<file path="src/rtl/mem_port_arbiter.sv">
// Arbitrates one single-port memory between instruction fetch and load/store.
// One outstanding access; stores complete in the grant cycle, reads wait MEM_LAT.
module mem_port_arbiter #(
  parameter int ADDR_W     = 32,
  parameter int DATA_W     = 32,
  parameter int MEM_LAT    = 1,
  parameter int STARVE_MAX = 4
) (
  input  logic              clk,
  input  logic              reset,
  input  logic              if_req,
  input  logic [ADDR_W-1:0] if_addr,
  output logic              if_gnt,
  output logic              if_rvalid,
  output logic [DATA_W-1:0] if_rdata,
  input  logic              d_req,
  input  logic              d_we,
  input  logic [ADDR_W-1:0] d_addr,
  input  logic [DATA_W-1:0] d_wdata,
  output logic              d_gnt,
  output logic              d_rvalid,
  output logic [DATA_W-1:0] d_rdata,
  output logic              mem_en,
  output logic              mem_we,
  output logic [ADDR_W-1:0] mem_addr,
  output logic [DATA_W-1:0] mem_wdata,
  input  logic [DATA_W-1:0] mem_rdata,
  output logic              stall
);

  typedef enum logic {IDLE, RD_WAIT} state_t;

  localparam logic [1:0] LAT_INIT   = 2'(MEM_LAT - 1);
  localparam logic [3:0] STARVE_LIM = 4'(STARVE_MAX);

  state_t            state_q, state_d;
  logic [1:0]        lat_q, lat_d;
  logic [3:0]        starve_q, starve_d;
  logic              owner_q, owner_d;
  logic [DATA_W-1:0] if_hold_q, d_hold_q;
  logic [ADDR_W-1:0] addr_q;
  logic [DATA_W-1:0] wdata_q;

  always_comb begin
    state_d   = state_q;
    lat_d     = lat_q;
    starve_d  = starve_q;
    owner_d   = owner_q;
    if_gnt    = 1'b0;
    d_gnt     = 1'b0;
    if_rvalid = 1'b0;
    d_rvalid  = 1'b0;
    if_rdata  = if_hold_q;
    d_rdata   = d_hold_q;
    mem_en    = 1'b0;
    mem_we    = 1'b0;
    mem_addr  = addr_q;
    mem_wdata = wdata_q;
    stall     = 1'b0;
    if (!reset) begin
      unique case (state_q)
        IDLE: begin
          if (if_req || d_req) begin
            mem_en = 1'b1;
            // data wins unless fetch has lost STARVE_MAX times in a row
            if (d_req && !(if_req && starve_q == STARVE_LIM)) begin
              d_gnt     = 1'b1;
              mem_we    = d_we;
              mem_addr  = d_addr;
              mem_wdata = d_wdata;
              if (!d_we) begin
                state_d = RD_WAIT;
                lat_d   = LAT_INIT;
                owner_d = 1'b1;
              end
            end else begin
              if_gnt   = 1'b1;
              mem_addr = if_addr;
              state_d  = RD_WAIT;
              lat_d    = LAT_INIT;
              owner_d  = 1'b0;
            end
          end
        end
        RD_WAIT: begin
          if (lat_q == 2'd0) begin
            state_d = IDLE;
            if (owner_q) begin
              d_rvalid = 1'b1;
              d_rdata  = mem_rdata;
            end else begin
              if_rvalid = 1'b1;
              if_rdata  = mem_rdata;
            end
          end else begin
            lat_d = lat_q - 2'd1;
          end
        end
        default: state_d = IDLE;
      endcase
      if (!if_req || if_gnt) begin
        starve_d = 4'd0;
      end else if (d_gnt && starve_q != STARVE_LIM) begin
        starve_d = starve_q + 4'd1;
      end
      stall = (if_req && !if_rvalid)
            | (d_req && !d_we && !d_rvalid)
            | (d_req && d_we && !d_gnt);
    end
  end

  always_ff @(posedge clk or posedge reset) begin
    if (reset) begin
      state_q   <= IDLE;
      lat_q     <= 2'd0;
      starve_q  <= 4'd0;
      owner_q   <= 1'b0;
      if_hold_q <= '0;
      d_hold_q  <= '0;
      addr_q    <= '0;
      wdata_q   <= '0;
    end else begin
      state_q  <= state_d;
      lat_q    <= lat_d;
      starve_q <= starve_d;
      owner_q  <= owner_d;
      if (mem_en) begin
        addr_q  <= mem_addr;
        wdata_q <= mem_wdata;
      end
      if (if_rvalid) if_hold_q <= mem_rdata;
      if (d_rvalid)  d_hold_q  <= mem_rdata;
    end
  end

endmodule

</file>
<file path="config.mk">
export PLATFORM = sky130hd
export DESIGN_NAME = mem_port_arbiter
export DESIGN_NICKNAME = d
export VERILOG_FILES = /design/src/rtl/mem_port_arbiter.sv
export SDC_FILE = /design/constraint.sdc
export NUM_CORES = 1
export LEC_CHECK = 0
export CAP_MARGIN = 10
export CELL_PAD_IN_SITES_DETAIL_PLACEMENT = 0
export CELL_PAD_IN_SITES_GLOBAL_PLACEMENT = 1
export CORE_MARGIN = 5
export CORE_UTILIZATION = 34
export DETAILED_ROUTE_END_ITERATION = 16
export HOLD_SLACK_MARGIN = 0.08
export PLACE_DENSITY_LB_ADDON = 0.3
export SLEW_MARGIN = 25
export SYNTH_ARGS = -nofsm -noshare
export SYNTH_HDL_FRONTEND = slang
export SYNTH_SLANG_ARGS = --single-unit
</file>
<file path="constraint.sdc">
create_clock -name clk -period 7.65 [get_ports clk]
set_clock_uncertainty 0.2 [all_clocks]
set_input_delay 2.295 -clock clk [delete_from_list [all_inputs] [get_ports clk]]
set_output_delay 2.295 -clock clk [all_outputs]
set_load 0.02 [all_outputs]
</file>
# After elaboration in Yosys (flattened, before gate mapping)
# Cells that the tools add are included.
# Widths: inputs -> output; s select.
# totals
input_bits,133
register_bits,136
# classes
n_eq_ne,6
bitwise_logic,4
n_reduce_logical,21
n_addsub,2
n_mux,58
# ops
op,n
$mux 32,16
$mux 1,34
$logic_and 1x1->1,8
$mux 2,4
$mux 4,2
$reduce_and 4->1,2
$logic_not 1->1,6
$ne 2x2->1 const B,3
$add 4x1->4 const B,1
$eq 4x3->1 const B,1
$ne 4x3->1 const B,1
$pmux 2 s2,1
$ne 3x3->1 const B,1
$logic_not 2->1,1
$logic_or 1x1->1,2
$not 1->1,2
$or 1x1->1,2
$pmux 1 s2,1
$reduce_and 2->1,1
$reduce_bool 2->1,1
$sub 2x1->2 const B,1

# Logic depth before layout (Yosys ltp)
# logic_depth
ltp_word,12
mapped_depth,9

# Worst setup path before layout
# Ideal clock, no wire load.
# synth_timing
path_kind,input -> register
start,in reset
end,reg starve_q[0]
stages,3
setup_slack_ns,1.487
t_required_ns,7.324
setup_ns,0.126
t_arrival_ns,5.837
n_path_buf,0
cell_sequence,inv_1 -> nand2_1 -> mux2_2
# synth_between
elab_chain_len,2
# synth_rtl
item,line_no,rtl
from (decl),10,"input logic reset,"
$not 1->1 (no source line),n/a,
$reduce_and 2->1 (no source line),n/a,
to (signal assigned),125,starve_q <= starve_d;
to (decl),38,"logic [3:0] starve_q, starve_d;"
# No other way between the ends.
# A chain may end at the register's enable or synchronous reset.

# Worst setup path after layout
# layout_timing
start,in if_req
end,out mem_addr[15]
# layout_between
elab_chain_len,7
word_cells_on_any_way,8
classes_between,mux: 4; reduce/logical: 4
# layout_rtl
item,line_no,rtl
from (decl),11,"input logic if_req,"
$logic_and 1x1->1,66,if (d_req && !(if_req && starve_q == STARVE_LIM)) begin
$logic_not 1->1,66,
$logic_and 1x1->1,66,
$mux 32,66,
$mux 32 (*),63,if (if_req || d_req) begin
$mux 32 (*),61,unique case (state_q)
$mux 32 (*),60,if (!reset) begin
to (decl),25,"output logic [ADDR_W-1:0] mem_addr,"
# Mark *: on every way between the ends. The rest lies on a longest branch, timed or not.

==> results.py <==
metrics = {
    "setup_path": {
        "arrival_ns": 4.75,
        "path_class": "in2out",
        "start_kind": "input port",
        "cp.required_ns": 5.16,
        "worstPathMaxFanout": 32,
        "cp-end-kind": "output port",
    },
    "clock_tree": {
        "cts.clk_slew.worst_paths_ns": 0.05,
        "clockRootBuffer": "clkbuf_16",
        "cts_sinks": 136,
        "cts_resized": 0,
        "cts_max_level": 4,
        "clk_path_buf_depth": 2,
        "cts_buffers": 17,
        "ctsHoldBuffers": 0,
        "cts_setup_buffers": 0,
        "clock_latency_ns": 0.41,
        "cts_tree": "yes",
    },
    "timing": {
        "slew_viol_final": 0,
        "finalCritPeriodShare_pct": 94.77,
        "grt_setup_unrepaired": "false",
        "finalHoldViolations": 0,
        "fin_crit_ns": 7.250,
        "fmax_mhz": 137.9,
        "totalNegativeSetupSlack_ns": 0,
        "worst_pin_slew_ns": 0.7946,
        "slew_headroom_pct": 47.03,
        "setup_violations": 0,
    },
    "die": {
        "dieHeight_um": 152.5,
        "die_area_um2": 23260,
        "die_w_um": 152.5,
        "ioPinCount": 268,
        "core_um2": 20100,
        "initial_core_util_pct": 34.35,
        "placementRows": 52,
    },
    "layout": {
        "post-route-util_pct": 52.24,
        "drive_gt1_share_pct": 22.60,
        "area_delta_synth_final_pct": 52.09,
        "antennaDiodeCount": 0,
        "nets": 977,
    },
    "detailed_routing": {
        "viasPerCell": 4.854,
        "drt_iter0_markers": 213,
        "vias": 5456,
        "ant_nets": 0,
        "drc": 0,
        "first_pass_iters": 4,
        "avgRoutedWirePerCell_um": 15.95,
        "wirelength_um": 17930,
    },
    "global_routing": {
        "grt_pass1_wl_um": 29320,
        "grt_max_degree": 86,
        "grt_pass1_vias": 5786,
        "grt-ovfl-total": 0,
        "grt_usage_pct": 15.28,
        "antenna_found_initial": 1,
    },
    "logic_synthesis": {
        "synth_cells": 583,
        "yosys_warnings": 0,
        "synth_cell_types": 30,
        "synthesis.area_um2": 6905,
        "ys.flop_type": "dfrtp_1",
        "synthTopCellsByCount": "mux2_2, dfrtp_1, nand2_1",
        "synth_edf_count": 0,
        "ys_seq_area_share_pct": 49.28,
        "syn_nets": 719,
        "yosysMostFrequentCell": "mux2_2",
        "syn_avg_cell_area_um2": 11.84,
        "yosysTopAreaCell": "dfrtp_1",
        "ys_ff_latch": 136,
        "yosys.area.top_type_share_pct": 49.28,
        "synth.area.top_cells": "dfrtp_1, mux2_2, mux2_1",
        "synthArstFlopShare_pct": 100.0,
    },
    "run_status": {
        "status": "finished, final reports clean",
    },
    "run": {
        "maxCapViolCount": 0,
    },
    "power": {
        "p_per_area_nw_per_um2": 428.0,
        "ir_worst_vdd_v": 0.0001883,
        "leakage_nw": 4.298,
    },
    "place": {
        "place_congestion": 0.8808,
        "hpwl_um": 13250,
        "port_buffers": 267,
    },
    "min_path": {
        "hp-class": "reg2reg",
    },
}
## cells in the final DEF (no fill, tap or decap), types with 2 or more instances in the layout
master and n:
a21oi_1 2, dfrtp_1 136, nor2_1 34, clkbuf_16 17, a22o_1 2, o21ai_0 3
nor3_1 4, buf_12 4, bufinv_16 6, clkbuf_1 2, clkbuf_8 2, and2_1 2
nand2_1 74, mux2_2 145, nand3_1 2, mux2_1 49, a31oi_1 64, inv_1 9
ha_1 3, clkdlybuf4s50_1 267, buf_4 7, clkinv_4 3
## registers in the layout, summed over array words and instances (netlist names)
| register | flops |
|---|---|
| state_q | 1 |
| addr_q | 32 |
| d_hold_q | 32 |
| owner_q | 1 |
| starve_q | 4 |
| wdata_q | 32 |
| lat_q | 2 |
| if_hold_q | 32 |
## path summary, 6_finish.rpt
check / to / slack (ns) / from / depth (start not counted)
min in group asynchronous: addr_q[4] / 2.30 / reset / 2
max in group asynchronous: addr_q[30] / 3.79 / reset / 3
min reg2reg: wdata_q[9] / 0.29 / wdata_q[9] / 1
min: wdata_q[9] / 0.29 / wdata_q[9] / 1
max reg2reg: wdata_q[11] / 5.27 / starve_q[0] / 8
max: mem_addr[15] / 0.40 / if_req / 7
## metrics by stage
stage / cells / hold slack, ns / setup WS [ns] / power (mW) / cell area, µm²
after global placement: 1092 / 0.2695 / 0.4040 / 3.558 / 9819
after floorplan: 583 / 0.2602 / 1.487 / 2.575 / 6905
after detailed placement: 1092 / 0.2808 / 0.3760 / 3.597 / 9823
after CTS: 1124 / 0.2936 / 0.3492 / 4.558 / 10500
final: 1124 / 0.2865 / 0.4003 / 4.496 / 10500
after global routing: 1124 / 0.3099 / 0.1868 / 4.754 / 10500
## critical path, cell delays in order
cell	delay, ns
clkdlybuf4s50_1	0.53
nand4b_1	0.21
and2_1	0.22
buf_4	0.34
nand2_1	0.15
a31oi_1	0.32
clkdlybuf4s50_1	0.68
## logic make-up (layout without fill, tap and decap cells)
| family | Yosys count | in the layout | synth area share, % |
|---|---|---|---|
| muxes | 194 | 194 | 31.64 |
| and+or+nand+nor | 123 | 123 | 7.175 |
| adders and majority gates | 3 | 3 | 0.5436 |
| AOI/OAI and AO/OA | 77 | 77 | 7.121 |
| buffers and inverters | 50 | 321 | 4.240 |
| DFF | 136 | 136 | 49.28 |
## area by class of cell
class / count / area (µm²)
fill: 1725 / 9602
sequential: 136 / 3403
multi-input combinational: 397 / 3223
timing repair buffer: 279 / 2816
clock buffer: 21 / 460.4
tap: 270 / 337.8
clock inverter: 11 / 219.0
inverter: 10 / 42.54
## per-layer routing
metal  part of all wire [%]  GRT usage [%]
met5                  0.061              0
met3                    7.6          5.538
met1                     42          18.39
met2                     49          25.13
met4                    2.0          5.855
## report_power, final
| group | total, mW | switching [mW] | internal (mW) |
|---|---|---|---|
| logic | 2.33 | 1.09 | 1.24 |
| registers | 1.23 | 0.160 | 1.07 |
| clock network | 0.930 | 0.300 | 0.630 |
| total | 4.50 | 1.55 | 2.94 |
Note: power is estimated with default switching activity, not from simulation.
